<file path="src/rtl/uart_tx_ctrl_pkg.sv">
// Shared types and helpers for the UART transmit path.
package uart_tx_ctrl_pkg;

  localparam int UART_DATA_BITS = 8;

  typedef enum logic [2:0] {
    TX_IDLE   = 3'd0,
    TX_START  = 3'd1,
    TX_DATA   = 3'd2,
    TX_PARITY = 3'd3,
    TX_STOP   = 3'd4
  } tx_state_t;

  // Parity of a data byte; odd=1 inverts so the total count of ones is odd.
  function automatic logic parity_bit(input logic [UART_DATA_BITS-1:0] data,
                                      input logic odd);
    return (^data) ^ odd;
  endfunction

endpackage

</file>
<file path="src/rtl/uart_tx_ctrl_if.sv">
// Strobe/status bundle between the memory-map controller and the Tx engine.
interface uart_tx_ctrl_if;
  import uart_tx_ctrl_pkg::*;

  logic                      tx_data_en;
  logic [UART_DATA_BITS-1:0] Tx_Data_w;
  logic                      tx_send_en;
  logic                      tx_send;
  logic                      tx;
  logic                      tx_busy;
  logic                      tx_fsm_in_STOP_S;
  logic                      tx_done;

  // Controller side: issues load/send strobes, observes line and status.
  modport master (
    output tx_data_en, Tx_Data_w, tx_send_en, tx_send,
    input  tx, tx_busy, tx_fsm_in_STOP_S, tx_done
  );

  // Tx engine side.
  modport slave (
    input  tx_data_en, Tx_Data_w, tx_send_en, tx_send,
    output tx, tx_busy, tx_fsm_in_STOP_S, tx_done
  );

endinterface

</file>
<file path="src/rtl/uart_tx_ctrl_baud_cnt.sv">
// Bit-period counter: counts 0..CLKS_PER_BIT-1, wraps, and flags the last
// count. Clear has priority so every state starts a fresh bit period.
module uart_baud_cnt #(
  parameter int CLKS_PER_BIT = 434,
  parameter int CNT_W        = (CLKS_PER_BIT > 1) ? $clog2(CLKS_PER_BIT) : 1
) (
  input  logic             clk,
  input  logic             rst,
  input  logic             clr,
  output logic [CNT_W-1:0] cnt,
  output logic             tick
);

  localparam logic [CNT_W-1:0] LAST = CNT_W'(CLKS_PER_BIT - 1);

  logic [CNT_W-1:0] cnt_r;

  // Count register with clear and wrap at the last clk of a bit.
  always_ff @(posedge clk) begin
    if (rst) begin
      cnt_r <= {CNT_W{1'b0}};
    end else if (clr) begin
      cnt_r <= {CNT_W{1'b0}};
    end else if (cnt_r == LAST) begin
      cnt_r <= {CNT_W{1'b0}};
    end else begin
      cnt_r <= cnt_r + {{(CNT_W-1){1'b0}}, 1'b1};
    end
  end

  assign cnt  = cnt_r;
  assign tick = (cnt_r == LAST);

endmodule

</file>
<file path="src/rtl/uart_tx_ctrl.sv">
// UART transmit engine: start bit, 8 data bits LSB first, optional parity,
// one stop bit. The frame shifts from a private copy taken at start, so the
// holding register may be reloaded at any time.
module uart_tx_ctrl
  import uart_tx_ctrl_pkg::*;
#(
  parameter int CLKS_PER_BIT = 434,
  parameter int PARITY_EN    = 1,
  parameter int PARITY_ODD   = 0
) (
  input  logic          clk,
  input  logic          rst,
  uart_tx_ctrl_if.slave bus
);

  localparam int CNT_W = (CLKS_PER_BIT > 1) ? $clog2(CLKS_PER_BIT) : 1;
  localparam logic [CNT_W-1:0] PRE_LAST =
    (CLKS_PER_BIT >= 2) ? CNT_W'(CLKS_PER_BIT - 2) : {CNT_W{1'b0}};
  localparam logic STOP_ONE_CLK = (CLKS_PER_BIT == 1) ? 1'b1 : 1'b0;
  localparam logic PAR_EN       = (PARITY_EN != 0) ? 1'b1 : 1'b0;
  localparam logic PAR_ODD      = (PARITY_ODD != 0) ? 1'b1 : 1'b0;

  tx_state_t                 state_r;
  tx_state_t                 state_nxt_s;
  logic [UART_DATA_BITS-1:0] hold_r;
  logic [UART_DATA_BITS-1:0] shift_r;
  logic [UART_DATA_BITS-1:0] shift_nxt_s;
  logic [2:0]                idx_r;
  logic [2:0]                idx_nxt_s;
  logic                      par_r;
  logic                      par_nxt_s;
  logic                      tx_r;
  logic                      tx_nxt_s;
  logic                      done_r;
  logic                      done_nxt_s;
  logic                      start_s;
  logic [UART_DATA_BITS-1:0] load_byte_s;
  logic                      clr_s;
  logic [CNT_W-1:0]          cnt_s;
  logic                      tick_s;

  assign start_s     = bus.tx_send_en & bus.tx_send;
  // A byte written in the same clk as the start strobe is the one sent.
  assign load_byte_s = bus.tx_data_en ? bus.Tx_Data_w : hold_r;
  // Idle keeps the counter parked at zero; any state change restarts it.
  assign clr_s       = (state_nxt_s != state_r) | (state_r == TX_IDLE);

  uart_baud_cnt #(
    .CLKS_PER_BIT (CLKS_PER_BIT),
    .CNT_W        (CNT_W)
  ) u_baud_cnt (
    .clk  (clk),
    .rst  (rst),
    .clr  (clr_s),
    .cnt  (cnt_s),
    .tick (tick_s)
  );

  // Holding register written by the controller in any state.
  always_ff @(posedge clk) begin
    if (rst) begin
      hold_r <= 8'h00;
    end else if (bus.tx_data_en) begin
      hold_r <= bus.Tx_Data_w;
    end
  end

  // Next-state, shift, bit-index and parity decode.
  always_comb begin
    state_nxt_s = state_r;
    shift_nxt_s = shift_r;
    idx_nxt_s   = idx_r;
    par_nxt_s   = par_r;
    unique case (state_r)
      TX_IDLE: begin
        if (start_s) begin
          state_nxt_s = TX_START;
          shift_nxt_s = load_byte_s;
          idx_nxt_s   = 3'd0;
          par_nxt_s   = parity_bit(load_byte_s, PAR_ODD);
        end else begin
          state_nxt_s = TX_IDLE;
        end
      end
      TX_START: begin
        if (tick_s) begin
          state_nxt_s = TX_DATA;
        end else begin
          state_nxt_s = TX_START;
        end
      end
      TX_DATA: begin
        if (tick_s) begin
          shift_nxt_s = {1'b0, shift_r[UART_DATA_BITS-1:1]};
          idx_nxt_s   = idx_r + 3'd1;
          if (idx_r == 3'd7) begin
            state_nxt_s = PAR_EN ? TX_PARITY : TX_STOP;
          end else begin
            state_nxt_s = TX_DATA;
          end
        end else begin
          state_nxt_s = TX_DATA;
        end
      end
      TX_PARITY: begin
        if (tick_s) begin
          state_nxt_s = TX_STOP;
        end else begin
          state_nxt_s = TX_PARITY;
        end
      end
      TX_STOP: begin
        if (tick_s) begin
          state_nxt_s = TX_IDLE;
        end else begin
          state_nxt_s = TX_STOP;
        end
      end
      default: begin
        state_nxt_s = TX_IDLE;
      end
    endcase
  end

  // Registered line level and done pulse, decoded from the upcoming state.
  always_comb begin
    tx_nxt_s   = 1'b1;
    done_nxt_s = 1'b0;
    case (state_nxt_s)
      TX_IDLE:   tx_nxt_s = 1'b1;
      TX_START:  tx_nxt_s = 1'b0;
      TX_DATA:   tx_nxt_s = shift_nxt_s[0];
      TX_PARITY: tx_nxt_s = par_nxt_s;
      TX_STOP:   tx_nxt_s = 1'b1;
      default:   tx_nxt_s = 1'b1;
    endcase
    if (state_nxt_s == TX_STOP) begin
      // The next clk is the last one of STOP.
      if (state_r == TX_STOP) begin
        done_nxt_s = (cnt_s == PRE_LAST);
      end else begin
        done_nxt_s = STOP_ONE_CLK;
      end
    end else begin
      done_nxt_s = 1'b0;
    end
  end

  // State, datapath and output registers.
  always_ff @(posedge clk) begin
    if (rst) begin
      state_r <= TX_IDLE;
      shift_r <= 8'h00;
      idx_r   <= 3'd0;
      par_r   <= 1'b0;
      tx_r    <= 1'b1;
      done_r  <= 1'b0;
    end else begin
      state_r <= state_nxt_s;
      shift_r <= shift_nxt_s;
      idx_r   <= idx_nxt_s;
      par_r   <= par_nxt_s;
      tx_r    <= tx_nxt_s;
      done_r  <= done_nxt_s;
    end
  end

  assign bus.tx               = tx_r;
  assign bus.tx_done          = done_r;
  assign bus.tx_busy          = (state_r != TX_IDLE);
  assign bus.tx_fsm_in_STOP_S = (state_r == TX_STOP);

endmodule

</file>
<file path="src/flat_wrapper.sv">
// flat-port wrapper written by rule: the top's interface ports become plain ports
module uart_tx_ctrl_flat import uart_tx_ctrl_pkg::*;
#(
  parameter int CLKS_PER_BIT = 434,
  parameter int PARITY_EN    = 1,
  parameter int PARITY_ODD   = 0
)
  (clk, rst, bus_tx_data_en, bus_Tx_Data_w, bus_tx_send_en, bus_tx_send, bus_tx, bus_tx_busy, bus_tx_fsm_in_STOP_S, bus_tx_done);
  uart_tx_ctrl_if bus_i ();
  input  logic clk;
  input  logic rst;
  input wire logic [$bits(bus_i.tx_data_en)-1:0] bus_tx_data_en;
  input wire logic [$bits(bus_i.Tx_Data_w)-1:0] bus_Tx_Data_w;
  input wire logic [$bits(bus_i.tx_send_en)-1:0] bus_tx_send_en;
  input wire logic [$bits(bus_i.tx_send)-1:0] bus_tx_send;
  output wire logic [$bits(bus_i.tx)-1:0] bus_tx;
  output wire logic [$bits(bus_i.tx_busy)-1:0] bus_tx_busy;
  output wire logic [$bits(bus_i.tx_fsm_in_STOP_S)-1:0] bus_tx_fsm_in_STOP_S;
  output wire logic [$bits(bus_i.tx_done)-1:0] bus_tx_done;
  assign bus_i.tx_data_en = bus_tx_data_en;
  assign bus_i.Tx_Data_w = bus_Tx_Data_w;
  assign bus_i.tx_send_en = bus_tx_send_en;
  assign bus_i.tx_send = bus_tx_send;
  assign bus_tx = bus_i.tx;
  assign bus_tx_busy = bus_i.tx_busy;
  assign bus_tx_fsm_in_STOP_S = bus_i.tx_fsm_in_STOP_S;
  assign bus_tx_done = bus_i.tx_done;
  uart_tx_ctrl #(.CLKS_PER_BIT(CLKS_PER_BIT), .PARITY_EN(PARITY_EN), .PARITY_ODD(PARITY_ODD)) u_core (.clk(clk), .rst(rst), .bus(bus_i));
endmodule
</file>
<file path="config.mk">
export PLATFORM = sky130hd
export DESIGN_NAME = uart_tx_ctrl_flat
export DESIGN_NICKNAME = d
export VERILOG_FILES = /design/src/rtl/uart_tx_ctrl_pkg.sv /design/src/rtl/uart_tx_ctrl_if.sv /design/src/rtl/uart_tx_ctrl_baud_cnt.sv /design/src/rtl/uart_tx_ctrl.sv /design/src/flat_wrapper.sv
export SDC_FILE = /design/constraint.sdc
export NUM_CORES = 1
export LEC_CHECK = 0
export ABC_AREA = 1
export BUFFER_PORTS_ARGS = -buffer_cell sky130_fd_sc_hd__buf_2
export CORE_UTILIZATION = 32
export DETAILED_ROUTE_END_ITERATION = 8
export HOLD_SLACK_MARGIN = 0.12
export REMOVE_ABC_BUFFERS = 1
export SETUP_SLACK_MARGIN = 0.5
export SLEW_MARGIN = 20
export SYNTH_ARGS = -nofsm -noshare
export SYNTH_HDL_FRONTEND = slang
export SYNTH_SLANG_ARGS = --single-unit
</file>
<file path="constraint.sdc">
create_clock -name clk -period 3.1 [get_ports clk]
set_clock_uncertainty 0.1 [all_clocks]
set_input_delay 0.62 -clock clk [delete_from_list [all_inputs] [get_ports clk]]
set_output_delay 0.62 -clock clk [all_outputs]
set_load 0.02 [all_outputs]
</file>
### After elaboration in Yosys (flattened, before gate mapping)

Index checks and enable logic that the tools add are counted.

| word-level totals | value |
|---|---|
| bits in registers | 34 |
| bits of input ports | 13 |
| output and inout port bits | 4 |
| logic and storage cells | 53 |

| operators by class | value |
|---|---|
| add/sub/neg operators | 2 |
| eq/ne operators | 14 |
| mux-type cells | 17 |
| bitwise operators | 4 |
| reductions and logical operators | 7 |

Operators with widths:

| operator | count |
|---|---|
| $mux W8 | 3 |
| $eq A9 B9 Y1 const B | 2 |
| $pmux W8 S2 | 1 |
| $pmux W3 S5 | 1 |
| $eq A3 B2 Y1 const B | 4 |
| $mux W3 | 4 |
| $add A9 B1 Y9 const B | 1 |
| $eq A3 B3 Y1 const B | 3 |
| $reduce_xor A8 Y1 | 1 |
| $eq A3 B1 Y1 const B | 2 |
| $pmux W3 S2 | 1 |
| $reduce_or A3 Y1 | 2 |
| $mux W1 | 5 |
| $ne A2 B1 Y1 const B | 2 |
| $add A3 B1 Y3 const B | 1 |
| $logic_not A3 Y1 | 1 |
| $ne A3 B3 Y1 | 1 |
| $pmux W1 S3 | 1 |
| $reduce_and A3 Y1 | 1 |
| $reduce_bool A3 Y1 | 1 |
| $mux W2 | 1 |
| $not A1 Y1 | 2 |
| $reduce_bool A2 Y1 | 1 |
| $and A1 B1 Y1 | 1 |
| $or A1 B1 Y1 | 1 |

### Longest topological paths before layout

| logic depth | value |
|---|---|
| depth after elaboration | 7 |
| gate-level depth with buffers | 15 |
| mapped depth without buffers | 13 |

### By module

Synthesis repeated with hierarchy kept, for this count alone.

| second synthesis, totals | value |
|---|---|
| cells, all modules | 305 |
| area, all modules | 2,014.4 um2 |

By module, submodules not included:

| module | times used | cells each | area each (um2) | seq. area each (um2) |
|---|---|---|---|---|
| uart_tx_ctrl | 1 | 241 | 1,550.2 | 500.5 |
| uart_baud_cnt | 1 | 64 | 464.2 | 180.2 |

### Worst setup path before layout

Ideal clock, no wire load.

| timing | value |
|---|---|
| path kind | input to register |
| start point | in bus_tx_data_en |
| end point | reg u_core.par_r |
| setup time | 0.125 ns |
| arrival | 1.513 ns |
| data required time | 2.875 ns |
| path slack | 1.362 ns |
| stages | 13 |
| path buffers | 2 |
| cell sequence | buf_6 buf_6 nand2_1 o21ai_1 nand2_1 nand2_1 nand2_1 nand2_1 nand2_1 nand2_1 nand2_2 nand2_1 nor2_2 |

| on the way | value |
|---|---|
| longest elaborated chain between the ends | 4 |

RTL lines:

| item | line | text |
|---|---|---|
| start, declared | flat_wrapper.sv:12 | `input wire logic [$bits(bus_i.tx_data_en)-1:0] bus_tx_data_en;` |
| $mux W8 | n/a |  |
| $reduce_xor A8 Y1 | uart_tx_ctrl_pkg.sv:17 | `return (^data) ^ odd;` |
| $mux W1 | uart_tx_ctrl.sv:76 | `if (start_s) begin` |
| $mux W1 | uart_tx_ctrl.sv:74 | `unique case (state_r)` |
| end signal, assigned | uart_tx_ctrl.sv:162 | `par_r <= par_nxt_s;` |
| end, declared | uart_tx_ctrl.sv:30 | `logic par_r;` |

No other way between the ends.
A chain may end at the register's enable or synchronous reset.

### Worst setup path in the final report

| timing | value |
|---|---|
| start point | reg u_core.state_r[2] |
| end point | out bus_tx_busy |

| on the way | value |
|---|---|
| longest elaborated chain between the ends | 1 |

RTL lines:

| item | line | text |
|---|---|---|
| start, declared | uart_tx_ctrl.sv:23 | `tx_state_t state_r;` |
| start signal, assigned | uart_tx_ctrl.sv:159 | `state_r <= state_nxt_s;` |
| $reduce_bool A3 Y1 | uart_tx_ctrl.sv:170 | `assign bus.tx_busy = (state_r != TX_IDLE);` |
| end, declared | flat_wrapper.sv:17 | `output wire logic [$bits(bus_i.tx_busy)-1:0] bus_tx_busy;` |

No other way between the ends.

==> qor.txt <==
Post-synth top cells: sky130_fd_sc_hd__nand2_1 (107), sky130_fd_sc_hd__dfxtp_1 (34), sky130_fd_sc_hd__inv_1 (29), sky130_fd_sc_hd__nor2_1 (26), sky130_fd_sc_hd__inv_2 (10)
Synthesis-to-finish area growth: 11.2%
DR vias: 1607
Async set-reset flop share out of synthesis: 0%
Worst Tran Pin Value: 0.465 ns
Hold Path Class: flip-flop to flip-flop
# rows: 27
Clock edge transition at the registers on the reported setup and hold paths: 0.07 ns
Hold EP: u_core.shift_r[2]
Worst slack at placement: 0.997 ns
Count of cells along the worst hold path: 2
Final critical delay including setup and external delays: 2.01 ns
Number of max-slew violations in the final report: 0
Worst slew margin relative to its limit: 69.0%
Total power per unit cell area: 442 mW/mm^2
Max-cap violations: 0
Worst reg2reg path depth: 12
Met2 track demand over resource: 21.6%
Worst flop-to-flop path endpoint: u_core.bus.tx
Most utilized layer in the global route result: met2
Share of synthesized area occupied by flip-flops and latches: 37.1%
Average routed wire per standard cell: 9.71 um
Buffer type at the clock tree root: sky130_fd_sc_hd__clkbuf_8
Endpoint required time on the critical path: 2.38 ns
Initial antenna violation count: 0
GRT Residual Overflow: 0
Wire length of the first global-routing pass: 6470 um
Number of standard cells after synthesis: 278
Final-report hold violation count: 0
Worst Slack Setup Final: 1.09 ns
Type of the worst setup path: flip-flop to output pin
Post-synth EDFFs: 0
Count of port buffers added during placement: 16
Mapped cell area: 0.00183 sq mm
Number of global-route vias before repair: 1479
Number of distinct library cell variants in the gate-level netlist after synthesis: 33
Hold buffer count at CTS: 0
Outcome: finished clean
Net total in the final layout: 314
Met1 GRT Util: 16.9%
Fraction of final layout cells with drive strength greater than 1: 16.6%
GPL Wtd Cong: 0.732
DRC violations left: 0
Drt total wl: 3580 um
Number of search-and-repair iterations in the first detailed-routing pass: 4
Total Die Area: 0.00604 sq mm
Final setup violation count: 0
Worst-case vdd ir drop: 0.000238 V
Met3 demand-to-capacity share in global routing: 3.65%
Clock tree sinks: 34
Tot GR Track Use: 13.5%
PnR Total Power: 902 uW
Biggest fanout along the worst timing path: 3
Starting density of the core: 33.3%
Antenna diodes: 0
Total I/O pin count: 17
Post-cts repair resize count: 0
Area share of the largest cell type after synthesis: 37.1%
RSZ-0062 raised after global routing: no
Horizontal die dimension: 77.7 um
Die height: 77.7 um
Worst skew pair latency: 0.29 ns
Largest net degree at the start of global routing: 19
Post-synth top area cell: sky130_fd_sc_hd__dfxtp_1
Reg-to-reg slack, setup: 1.32 ns
Most common cell in the synthesized netlist: sky130_fd_sc_hd__nand2_1
Num CTS Buffers: 5
Summed negative setup slack over all endpoints: 0 ns
Postcts setup bufs: 0
Avg Synthesized Cell Area: 6.60 sq um
Syn. warnings: 0
Number of DRC markers in iteration 0: 52
Number of register bits inferred by synthesis: 34
Arrival time of data at the critical path endpoint: 1.29 ns
Crit path launch type: flip-flop
Deepest clock path buffer count: 2
Final critical-path share of the clock period: 64.7%
CP endpoint kind: output pin
Deepest level of the CTS H-tree: 2
Peak Freq: 0.498 GHz
Residual antenna-violating net count after detailed routing: 0
Synth Flop Type: sky130_fd_sc_hd__dfxtp_1
Clock tree from TritonCTS: yes
Total half-perimeter wirelength after legalization and detailed placement: 2630 um
Number of vias per cell after detailed routing: 4.37
Cell types occupying the most area after synthesis: sky130_fd_sc_hd__dfxtp_1 (37%), sky130_fd_sc_hd__nand2_1 (22%), sky130_fd_sc_hd__inv_1 (5.9%), sky130_fd_sc_hd__nor2_1 (5.3%), sky130_fd_sc_hd__ha_1 (3.4%)
Leakage power total: 0.994 nW
Core footprint: 0.00551 sq mm
Hold path start: u_core.shift_r[2]
Critical R2R Launch: u_core.u_baud_cnt.cnt[0]
[logic make-up (layout without fill, tap and decap cells)]
kind of cell               count (synthesis)  in the layout  synth area share (%)
and+or+nand+nor                          165            165                  38.2
buffers and inverters                     48             66                  11.5
DFF                                       34             34                  37.1
AOI/OAI and AO/OA                         23             23                  8.39
adders and majority gates                  5              5                  3.41
xor gates and xnor gates                   3              3                  1.43
[where the power goes]
part,total [mW],leakage (nW),switching (mW),internal (mW)
registers,0.464,0.278,0.00844,0.456
clock network,0.310,0.0383,0.156,0.154
logic,0.128,0.678,0.0832,0.0448
total,0.902,0.994,0.247,0.655
[state kept, by name, indices dropped and copies added, names as in the netlist]
signal                 count
u_core.u_baud_cnt.cnt      9
u_core.hold_r              8
u_core.bus.tx              1
u_core.shift_r             8
u_core.bus.tx_done         1
u_core.state_r             3
u_core.idx_r               3
u_core.par_r               1
[how the worst max path moves through the flow]
stage                     cells past startpoint  slack, ns             to                startpoint
after floorplan                              12       1.53  u_core.bus.tx  u_core.u_baud_cnt.cnt[0]
after global placement                       14       1.06  u_core.bus.tx            bus_tx_data_en
after detailed placement                     14        1.0  u_core.bus.tx            bus_tx_data_en
after CTS                                     5       1.09    bus_tx_busy         u_core.state_r[2]
after global routing                          5       0.99    bus_tx_busy         u_core.state_r[2]
final                                         5       1.09    bus_tx_busy         u_core.state_r[2]
[per-stage QoR]
| step | instances | hold WS, ns | cell area (sq um) | util [%] |
|---|---|---|---|---|
| 6_report | 368 | 0.375 | 2040 | 37.0 |
| 5_1_grt | 368 | 0.404 | 2040 | 37.0 |
| 4_1_cts | 368 | 0.373 | 2040 | 37.0 |
| 3_5_place_dp | 361 | 0.363 | 1960 | 35.7 |
| 3_3_place_gp | 361 | 0.358 | 1960 | 35.7 |
| 2_1_floorplan | 273 | 0.338 | 1790 | - |
[cell type report]
cell class / count / area, sq um
Multi-Input combinational cell: 196 / 943
Timing Repair Buffer: 16 / 80.1
Clock buffer: 7 / 76.3
Sequential cell: 34 / 681
Inverter: 43 / 169
Fill cell: 603 / 3470
Tap cell: 72 / 90.1
[layout by cell type (no fill, tap or decap), drive strengths merged]
cell type	count
o211ai	3
nand2	115
inv	40
a31oi	2
nor3b	2
xnor2	1
ha	5
nand3	11
buf	16
xor2	2
o21ai	8
or2	3
clkinv	3
o2111ai	1
a32o	1
nand4	1
o221ai	2
nand3b	1
a22oi	1
dfxtp	34
clkbuf	7
nor2	29
a21oi	5
nor3	3
[worst max-delay path, cell delays in order (launching register included)]
cell	delay (ns)
sky130_fd_sc_hd__dfxtp_1	0.33
sky130_fd_sc_hd__inv_2	0.08
sky130_fd_sc_hd__nand2_1	0.07
sky130_fd_sc_hd__nor2_1	0.17
sky130_fd_sc_hd__clkinv_1	0.16
sky130_fd_sc_hd__buf_2	0.19
[per-layer routing]
layer	vias up	part of all wire [%]
met5	-	0
li1	887	-
met3	8	3.7
met4	0	2.1
met1	691	50
met2	21	44
No activity file was read; power rests on OpenSTA's default activity.
